==> config.mk <==
export PLATFORM = sky130hd
export DESIGN_NAME = multdiv_issue_ctrl_flat
export DESIGN_NICKNAME = d
export VERILOG_FILES = /design/src/rtl/multdiv_issue_ctrl_pkg.sv /design/src/rtl/multdiv_issue_ctrl_if.sv /design/src/rtl/multdiv_issue_ctrl_watchdog.sv /design/src/rtl/multdiv_issue_ctrl.sv /design/src/flat_wrapper.sv
export SDC_FILE = /design/constraint.sdc
export NUM_CORES = 1
export LEC_CHECK = 0
export CORE_ASPECT_RATIO = 1.2
export CORE_MARGIN = 8
export CORE_UTILIZATION = 38
export CTS_BUF_LIST = sky130_fd_sc_hd__clkbuf_4 sky130_fd_sc_hd__clkbuf_8
export CTS_CLUSTER_DIAMETER = 200
export DETAILED_ROUTE_END_ITERATION = 7
export GPL_TIMING_DRIVEN = 0
export PLACE_DENSITY = 0.71
export SYNTH_ARGS = -nofsm -noshare
export SYNTH_HDL_FRONTEND = slang
export SYNTH_HIERARCHICAL = 1
export SYNTH_SLANG_ARGS = --single-unit
==> constraint.sdc <==
create_clock -name clock -period 2.2 [get_ports clock]
set_input_delay 0.22 -clock clock [delete_from_list [all_inputs] [get_ports clock]]
set_output_delay 0.22 -clock clock [all_outputs]
set_load 0.005 [all_outputs]
==> src/rtl/multdiv_issue_ctrl_pkg.sv <==
// Shared types and constants for the multdiv issue controller.
// The exception status codes are used when MULTDIV_RSTATUS_EN is defined.
package multdiv_pkg;

    typedef enum logic [1:0] {
        IDLE  = 2'd0,
        ISSUE = 2'd1,
        WAIT  = 2'd2,
        WB    = 2'd3
    } state_t;

    typedef enum logic {
        OP_MULT = 1'b0,
        OP_DIV  = 1'b1
    } op_t;

    localparam int RSTATUS_REG  = 30;
    localparam int RSTATUS_MULT = 4;
    localparam int RSTATUS_DIV  = 5;

    function automatic int rstatus_code(op_t op);
        return (op == OP_MULT) ? RSTATUS_MULT : RSTATUS_DIV;
    endfunction

endpackage

==> src/rtl/multdiv_issue_ctrl_if.sv <==
// Bundle of execute-side request, multdiv handshake and writeback signals.
// The slave modport is the controller view; the master modport is the surrounding pipeline/multdiv.
interface multdiv_issue_ctrl_if #(
    parameter int WIDTH = 32,
    parameter int REGW  = 5
);
    logic             ex_is_mult;
    logic             ex_is_div;
    logic [REGW-1:0]  ex_rd;
    logic [WIDTH-1:0] ex_opA;
    logic [WIDTH-1:0] ex_opB;

    logic [WIDTH-1:0] md_operandA;
    logic [WIDTH-1:0] md_operandB;
    logic             ctrl_MULT;
    logic             ctrl_DIV;
    logic [WIDTH-1:0] md_result;
    logic             md_exception;
    logic             md_resultRDY;

    logic             stall;
    logic             wb_valid;
    logic [REGW-1:0]  wb_rd;
    logic [WIDTH-1:0] wb_data;
    logic             wb_exception;

    modport slave (
        input  ex_is_mult, ex_is_div, ex_rd, ex_opA, ex_opB,
        input  md_result, md_exception, md_resultRDY,
        output md_operandA, md_operandB, ctrl_MULT, ctrl_DIV,
        output stall, wb_valid, wb_rd, wb_data, wb_exception
    );

    modport master (
        output ex_is_mult, ex_is_div, ex_rd, ex_opA, ex_opB,
        output md_result, md_exception, md_resultRDY,
        input  md_operandA, md_operandB, ctrl_MULT, ctrl_DIV,
        input  stall, wb_valid, wb_rd, wb_data, wb_exception
    );

endinterface

==> src/rtl/multdiv_issue_ctrl_watchdog.sv <==
// Saturating cycle counter that flags when TIMEOUT cycles have elapsed since the last clear.
module md_watchdog #(
    parameter int TIMEOUT = 64
) (
    input  logic clock,
    input  logic reset_n,
    input  logic clear,
    input  logic enable,
    output logic expired
);
    localparam int CW = $clog2(TIMEOUT + 1);

    logic [CW-1:0] count;

    always_ff @(posedge clock or negedge reset_n) begin
        if (!reset_n) begin
            count <= '0;
        end else if (clear) begin
            count <= '0;
        end else if (enable && (count != CW'(TIMEOUT))) begin
            count <= count + 1'b1;
        end
    end

    assign expired = (count == CW'(TIMEOUT));

endmodule

==> src/rtl/multdiv_issue_ctrl.sv <==
// Issue controller for the iterative multdiv unit: latches an op, pulses start, stalls, writes back once.
// Optional feature macro: MULTDIV_RSTATUS_EN (exceptions write a status code to the status register).
module multdiv_issue_ctrl
    import multdiv_pkg::*;
#(
    parameter int WIDTH   = 32,
    parameter int REGW    = 5,
    parameter int TIMEOUT = 64
) (
    input  logic                 clock,
    input  logic                 reset_n,
    multdiv_issue_ctrl_if.slave  bus
);

    state_t           state;
    state_t           next_state;
    op_t              op_q;
    logic [REGW-1:0]  rd_q;
    logic [WIDTH-1:0] opa_q;
    logic [WIDTH-1:0] opb_q;
    logic [WIDTH-1:0] res_data;
    logic             res_exc;
    logic             accept;
    logic             wd_clear;
    logic             wd_enable;
    logic             wd_expired;

    // A new op is taken only from IDLE; a request seen during WB is the retiring op.
    assign accept    = (state == IDLE) && (bus.ex_is_mult || bus.ex_is_div);
    assign wd_clear  = (state == ISSUE);
    assign wd_enable = (state == WAIT);

    md_watchdog #(
        .TIMEOUT (TIMEOUT)
    ) u_watchdog (
        .clock   (clock),
        .reset_n (reset_n),
        .clear   (wd_clear),
        .enable  (wd_enable),
        .expired (wd_expired)
    );

    always_ff @(posedge clock or negedge reset_n) begin
        if (!reset_n) begin
            state <= IDLE;
        end else begin
            state <= next_state;
        end
    end

    always_comb begin
        next_state = state;
        case (state)
            IDLE:    if (accept) next_state = ISSUE;
            ISSUE:   next_state = WAIT;
            WAIT:    if (bus.md_resultRDY || wd_expired) next_state = WB;
            WB:      next_state = IDLE;
            default: next_state = IDLE;
        endcase
    end

    // Operand/destination capture on accept; multdiv sees these from ISSUE through WAIT.
    always_ff @(posedge clock or negedge reset_n) begin
        if (!reset_n) begin
            op_q  <= OP_MULT;
            rd_q  <= '0;
            opa_q <= '0;
            opb_q <= '0;
        end else if (accept) begin
            op_q  <= bus.ex_is_mult ? OP_MULT : OP_DIV;
            rd_q  <= bus.ex_rd;
            opa_q <= bus.ex_opA;
            opb_q <= bus.ex_opB;
        end
    end

    // Result capture: a real RDY takes priority over a watchdog expiring in the same cycle.
    always_ff @(posedge clock or negedge reset_n) begin
        if (!reset_n) begin
            res_data <= '0;
            res_exc  <= 1'b0;
        end else if (state == WAIT) begin
            if (bus.md_resultRDY) begin
                res_data <= bus.md_result;
                res_exc  <= bus.md_exception;
            end else if (wd_expired) begin
                res_data <= '0;
                res_exc  <= 1'b1;
            end
        end
    end

    assign bus.md_operandA = opa_q;
    assign bus.md_operandB = opb_q;
    assign bus.ctrl_MULT   = (state == ISSUE) && (op_q == OP_MULT);
    assign bus.ctrl_DIV    = (state == ISSUE) && (op_q == OP_DIV);
    assign bus.stall       = reset_n && ((state == ISSUE) || (state == WAIT) || accept);

    always_comb begin
        bus.wb_valid     = 1'b0;
        bus.wb_rd        = '0;
        bus.wb_data      = '0;
        bus.wb_exception = 1'b0;
        if (state == WB) begin
            bus.wb_exception = res_exc;
`ifdef MULTDIV_RSTATUS_EN
            if (res_exc) begin
                bus.wb_valid = 1'b1;
                bus.wb_rd    = REGW'(RSTATUS_REG);
                bus.wb_data  = WIDTH'(rstatus_code(op_q));
            end else begin
                bus.wb_valid = (rd_q != '0);
                bus.wb_rd    = rd_q;
                bus.wb_data  = res_data;
            end
`else
            bus.wb_valid = (rd_q != '0);
            bus.wb_rd    = rd_q;
            bus.wb_data  = res_data;
`endif
        end
    end

endmodule
==> src/flat_wrapper.sv <==
// flat-port wrapper written by rule: the top's interface ports become plain ports
module multdiv_issue_ctrl_flat import multdiv_pkg::*;
#(
    parameter int WIDTH   = 32,
    parameter int REGW    = 5,
    parameter int TIMEOUT = 64
)
  (clock, reset_n, bus_ex_is_mult, bus_ex_is_div, bus_ex_rd, bus_ex_opA, bus_ex_opB, bus_md_result, bus_md_exception, bus_md_resultRDY, bus_md_operandA, bus_md_operandB, bus_ctrl_MULT, bus_ctrl_DIV, bus_stall, bus_wb_valid, bus_wb_rd, bus_wb_data, bus_wb_exception);
  multdiv_issue_ctrl_if #(.WIDTH(WIDTH), .REGW(REGW)) bus_i ();
  input  logic clock;
  input  logic reset_n;
  input wire logic [$bits(bus_i.ex_is_mult)-1:0] bus_ex_is_mult;
  input wire logic [$bits(bus_i.ex_is_div)-1:0] bus_ex_is_div;
  input wire logic [$bits(bus_i.ex_rd)-1:0] bus_ex_rd;
  input wire logic [$bits(bus_i.ex_opA)-1:0] bus_ex_opA;
  input wire logic [$bits(bus_i.ex_opB)-1:0] bus_ex_opB;
  input wire logic [$bits(bus_i.md_result)-1:0] bus_md_result;
  input wire logic [$bits(bus_i.md_exception)-1:0] bus_md_exception;
  input wire logic [$bits(bus_i.md_resultRDY)-1:0] bus_md_resultRDY;
  output wire logic [$bits(bus_i.md_operandA)-1:0] bus_md_operandA;
  output wire logic [$bits(bus_i.md_operandB)-1:0] bus_md_operandB;
  output wire logic [$bits(bus_i.ctrl_MULT)-1:0] bus_ctrl_MULT;
  output wire logic [$bits(bus_i.ctrl_DIV)-1:0] bus_ctrl_DIV;
  output wire logic [$bits(bus_i.stall)-1:0] bus_stall;
  output wire logic [$bits(bus_i.wb_valid)-1:0] bus_wb_valid;
  output wire logic [$bits(bus_i.wb_rd)-1:0] bus_wb_rd;
  output wire logic [$bits(bus_i.wb_data)-1:0] bus_wb_data;
  output wire logic [$bits(bus_i.wb_exception)-1:0] bus_wb_exception;
  assign bus_i.ex_is_mult = bus_ex_is_mult;
  assign bus_i.ex_is_div = bus_ex_is_div;
  assign bus_i.ex_rd = bus_ex_rd;
  assign bus_i.ex_opA = bus_ex_opA;
  assign bus_i.ex_opB = bus_ex_opB;
  assign bus_i.md_result = bus_md_result;
  assign bus_i.md_exception = bus_md_exception;
  assign bus_i.md_resultRDY = bus_md_resultRDY;
  assign bus_md_operandA = bus_i.md_operandA;
  assign bus_md_operandB = bus_i.md_operandB;
  assign bus_ctrl_MULT = bus_i.ctrl_MULT;
  assign bus_ctrl_DIV = bus_i.ctrl_DIV;
  assign bus_stall = bus_i.stall;
  assign bus_wb_valid = bus_i.wb_valid;
  assign bus_wb_rd = bus_i.wb_rd;
  assign bus_wb_data = bus_i.wb_data;
  assign bus_wb_exception = bus_i.wb_exception;
  multdiv_issue_ctrl #(.WIDTH(WIDTH), .REGW(REGW), .TIMEOUT(TIMEOUT)) u_core (.clock(clock), .reset_n(reset_n), .bus(bus_i));
endmodule
==> impl_metrics.env <==
export IMPL_cts_max_path_buffers=2
export IMPL_finalClockSkew_ps=10.51
export IMPL_rsz0062_at_grt="false"
export IMPL_crit_slowest_cell="clkdlybuf4s50_1"
export IMPL_nNetsFinal=671
export IMPL_yosys_warnings=6
export IMPL_finalCriticalPeriod_ps=2065
export IMPL_layout_setup_ws_ps=134.9
export IMPL_setup_viol=0
export IMPL_port_buffers=212
export IMPL_fmax_mhz=484.2
export IMPL_path_delay_family="buffers and inverters"
export IMPL_slew_viol_final=0
export IMPL_area_growth_synth_to_final_pct=55.42
export IMPL_cts_tree="yes"
export IMPL_status="finished, violations left"
export IMPL_drt_pass1_iterations=4
export IMPL_h_tree_depth=3
export IMPL_grt_pass1_wl_um=20010
export IMPL_startpoint_type="flop"
export IMPL_rows=44
export IMPL_power_w=0.009292
export IMPL_vias_per_cell=4.790
export IMPL_syn_num_nets=446
export IMPL_ioPinCount=213
export IMPL_grt_pass1_vias=3737
export IMPL_drcViolationCount=0
export IMPL_leakagePower_nw=3.070
export IMPL_cts_sinks=112
export IMPL_critPathCaptureType="output pin"
export IMPL_clk_latency_ps=370
export IMPL_hold_viol_final=59
export IMPL_cpPeakStageDelay_ps=520
export IMPL_min_period_over_period=0.9387
export IMPL_critPathRequiredTime_ps=1980
export IMPL_seq_area_frac_synth=0.6012
export IMPL_dieArea_um2=16080
export IMPL_seq_area_um2=2803
export IMPL_drive_gt1_frac=0.1883
export IMPL_initial_core_util=0.3867
export IMPL_synth_top_area_share=0.6012
export IMPL_cts_buffers=9
export IMPL_whs_ps=-86.78
export IMPL_yosys_top_cells_area="dfrtp_1 60%, mux2_2 15%, a22o_1 6.0%"
export IMPL_path_clk_slew_ps=110
export IMPL_vias=3473
export IMPL_max_slew_margin=0.4868
export IMPL_ant_nets=0
export IMPL_worst_setup_path_type="reg2out"
export IMPL_drt_wl_total_um=13100
export IMPL_power_density_nw_per_um2=1282
export IMPL_grt_max_degree=61
export IMPL_multiInputGateArea_um2=1720
export IMPL_path_cells="inv_1 > ha_1 > nor2b_1 > clkdlybuf4s50_1"
export IMPL_cap_violations=0
export IMPL_core_area_um2=12060
export IMPL_ys_seq_elements=112
export IMPL_cts_root_buf="clkbuf_8"
export IMPL_tns_ps=0
export IMPL_cp_max_fo=5
export IMPL_min_path_type="in2async"
export IMPL_tightest_slew_ps=769.8
export IMPL_die_y_um=137.3
export IMPL_vdd_ir_drop_max_mv=0.5905
export IMPL_synth_area_leader_cell="dfrtp_1"
export IMPL_violations="hold timing"
export IMPL_syn_cell_area_um2=4662
export IMPL_post_drt_wl_per_cell_um=18.07
export IMPL_synth_area_per_cell_um2=14.00
export IMPL_critPathBufInv=2
export IMPL_gp_congestion=0.7780
export IMPL_gr_total_overflow=0
export IMPL_synthDistinctLibCells=37
export IMPL_hpwl_um=10240
export IMPL_crit_arrival_ps=1850
export IMPL_dp_slack_ps=-47.43
export IMPL_antenna_found_initial=1
export IMPL_drtIter0Drc=124
export IMPL_gr_usage_all_layers=0.1625
export IMPL_syn_inst=333
export IMPL_nFillCells=985
export IMPL_die_w_um=117.1
[layer usage]
metal,global-route usage,part of all wire,vias up
met3,0.05219,0.085,18
met1,0.1798,0.38,1707
met5,0,0,-
met4,0.07199,0.026,0
li1,-,-,1628
met2,0.2792,0.51,120
[synthesized netlist by cell type, drive strengths merged]
library cell  instances
nor2b                 2
o21a                  1
nor4b                 1
nand3                 2
o311ai                1
mux2i                 1
mux2                 70
a21boi                1
a311o                 1
and3b                 1
xor2                  2
nand2                 5
nor3                  1
buf                  13
ha                    6
dfrtp               112
nor4                  1
nand3b                1
inv                   7
nand4                 2
and3                  1
nor2                  5
or4                   2
a22oi                 2
o22a                  1
and2                 40
or3                   2
a21oi                 3
nand4b                2
o21ai                 5
clkbuf                7
a22o                 32
[cells by family after synthesis]
group	share of synthesized area
flops	0.6012
simple gates	0.09125
compound gates	0.08347
mux	0.1712
xor+xnor	0.003758
fa+ha+maj	0.01610
buf+inv	0.03301
[through the flow]
step                      utilization  cells  cell area [um^2]
final                          0.6010    725              7246
after global routing           0.6010    725              7246
after CTS                      0.6016    725              7253
after detailed placement       0.5815    707              7010
after global placement         0.5794    706              6985
after floorplan                     -    333              4662
[sequential cells by signal, indices dropped and copies added (netlist names)]
signal and cells:
u_core/res_exc 1, u_core/u_watchdog/count 7, u_core/bus.md_operandA 32, u_core/rd_q 5, u_core/state 2, u_core/op_q 1
u_core/res_data 32, u_core/bus.md_operandB 32
[path summary, 6_finish.rpt]
| kind | cells after the start | start | slack (ps) | endpoint |
|---|---|---|---|---|
| max | 4 | u_core/state[1] | 130 | bus_ctrl_MULT |
| min | 1 | reset_n | -90 | u_core/bus.md_operandA[12] |
| max reg2reg | 5 | u_core/u_watchdog/count[2] | 260 | u_core/res_data[20] |
| min reg2reg | 1 | u_core/res_data[8] | 510 | u_core/res_data[8] |
| max in group asynchronous | 2 | reset_n | 1550 | u_core/res_data[31] |
| min in group clock | 3 | bus_md_exception | 390 | u_core/res_exc |
[power by group]
| part | switching [W] | internal [W] |
|---|---|---|
| Combinational | 0.00157 | 0.00290 |
| Clock | 0.000699 | 0.000549 |
| Sequential | 0.000518 | 0.00305 |
[cell type report]
| cell class | count | share of cell area |
|---|---|---|
| sequential | 112 | 0.3868 |
| clock buffer | 10 | 0.01813 |
| tap | 161 | 0.02780 |
| antenna | 1 | 0.0003454 |
| timing repair buffer | 215 | 0.2975 |
| multi-input combinational | 194 | 0.2374 |
| clock inverter | 6 | 0.009325 |
| buffer | 19 | 0.01899 |
| inverter | 7 | 0.003626 |
[repair_timing]
item                       in CTS  in global routing
hold endpoints to repair       59                 59
setup buffers                   2                  0
gates cloned                    0                  0
setup endpoints to repair      40                 11
resized for setup              12                  5
[placed cells by master, fill, tap and decap left out, types with 3 or more instances in the layout]
cell	Yosys	layout
nor2_1	5	5
a21oi_1	3	3
and2_1	40	40
mux2_2	64	64
clkbuf_2	0	4
clkbuf_8	0	10
clkdlybuf4s50_1	0	209
dfrtp_1	112	112
buf_6	5	5
buf_4	2	5
inv_1	7	7
a22o_1	32	32
mux2_1	6	6
nand2_1	5	5
o21ai_0	3	3
buf_2	6	6
ha_1	6	4
(Power assumes the default switching activity.)
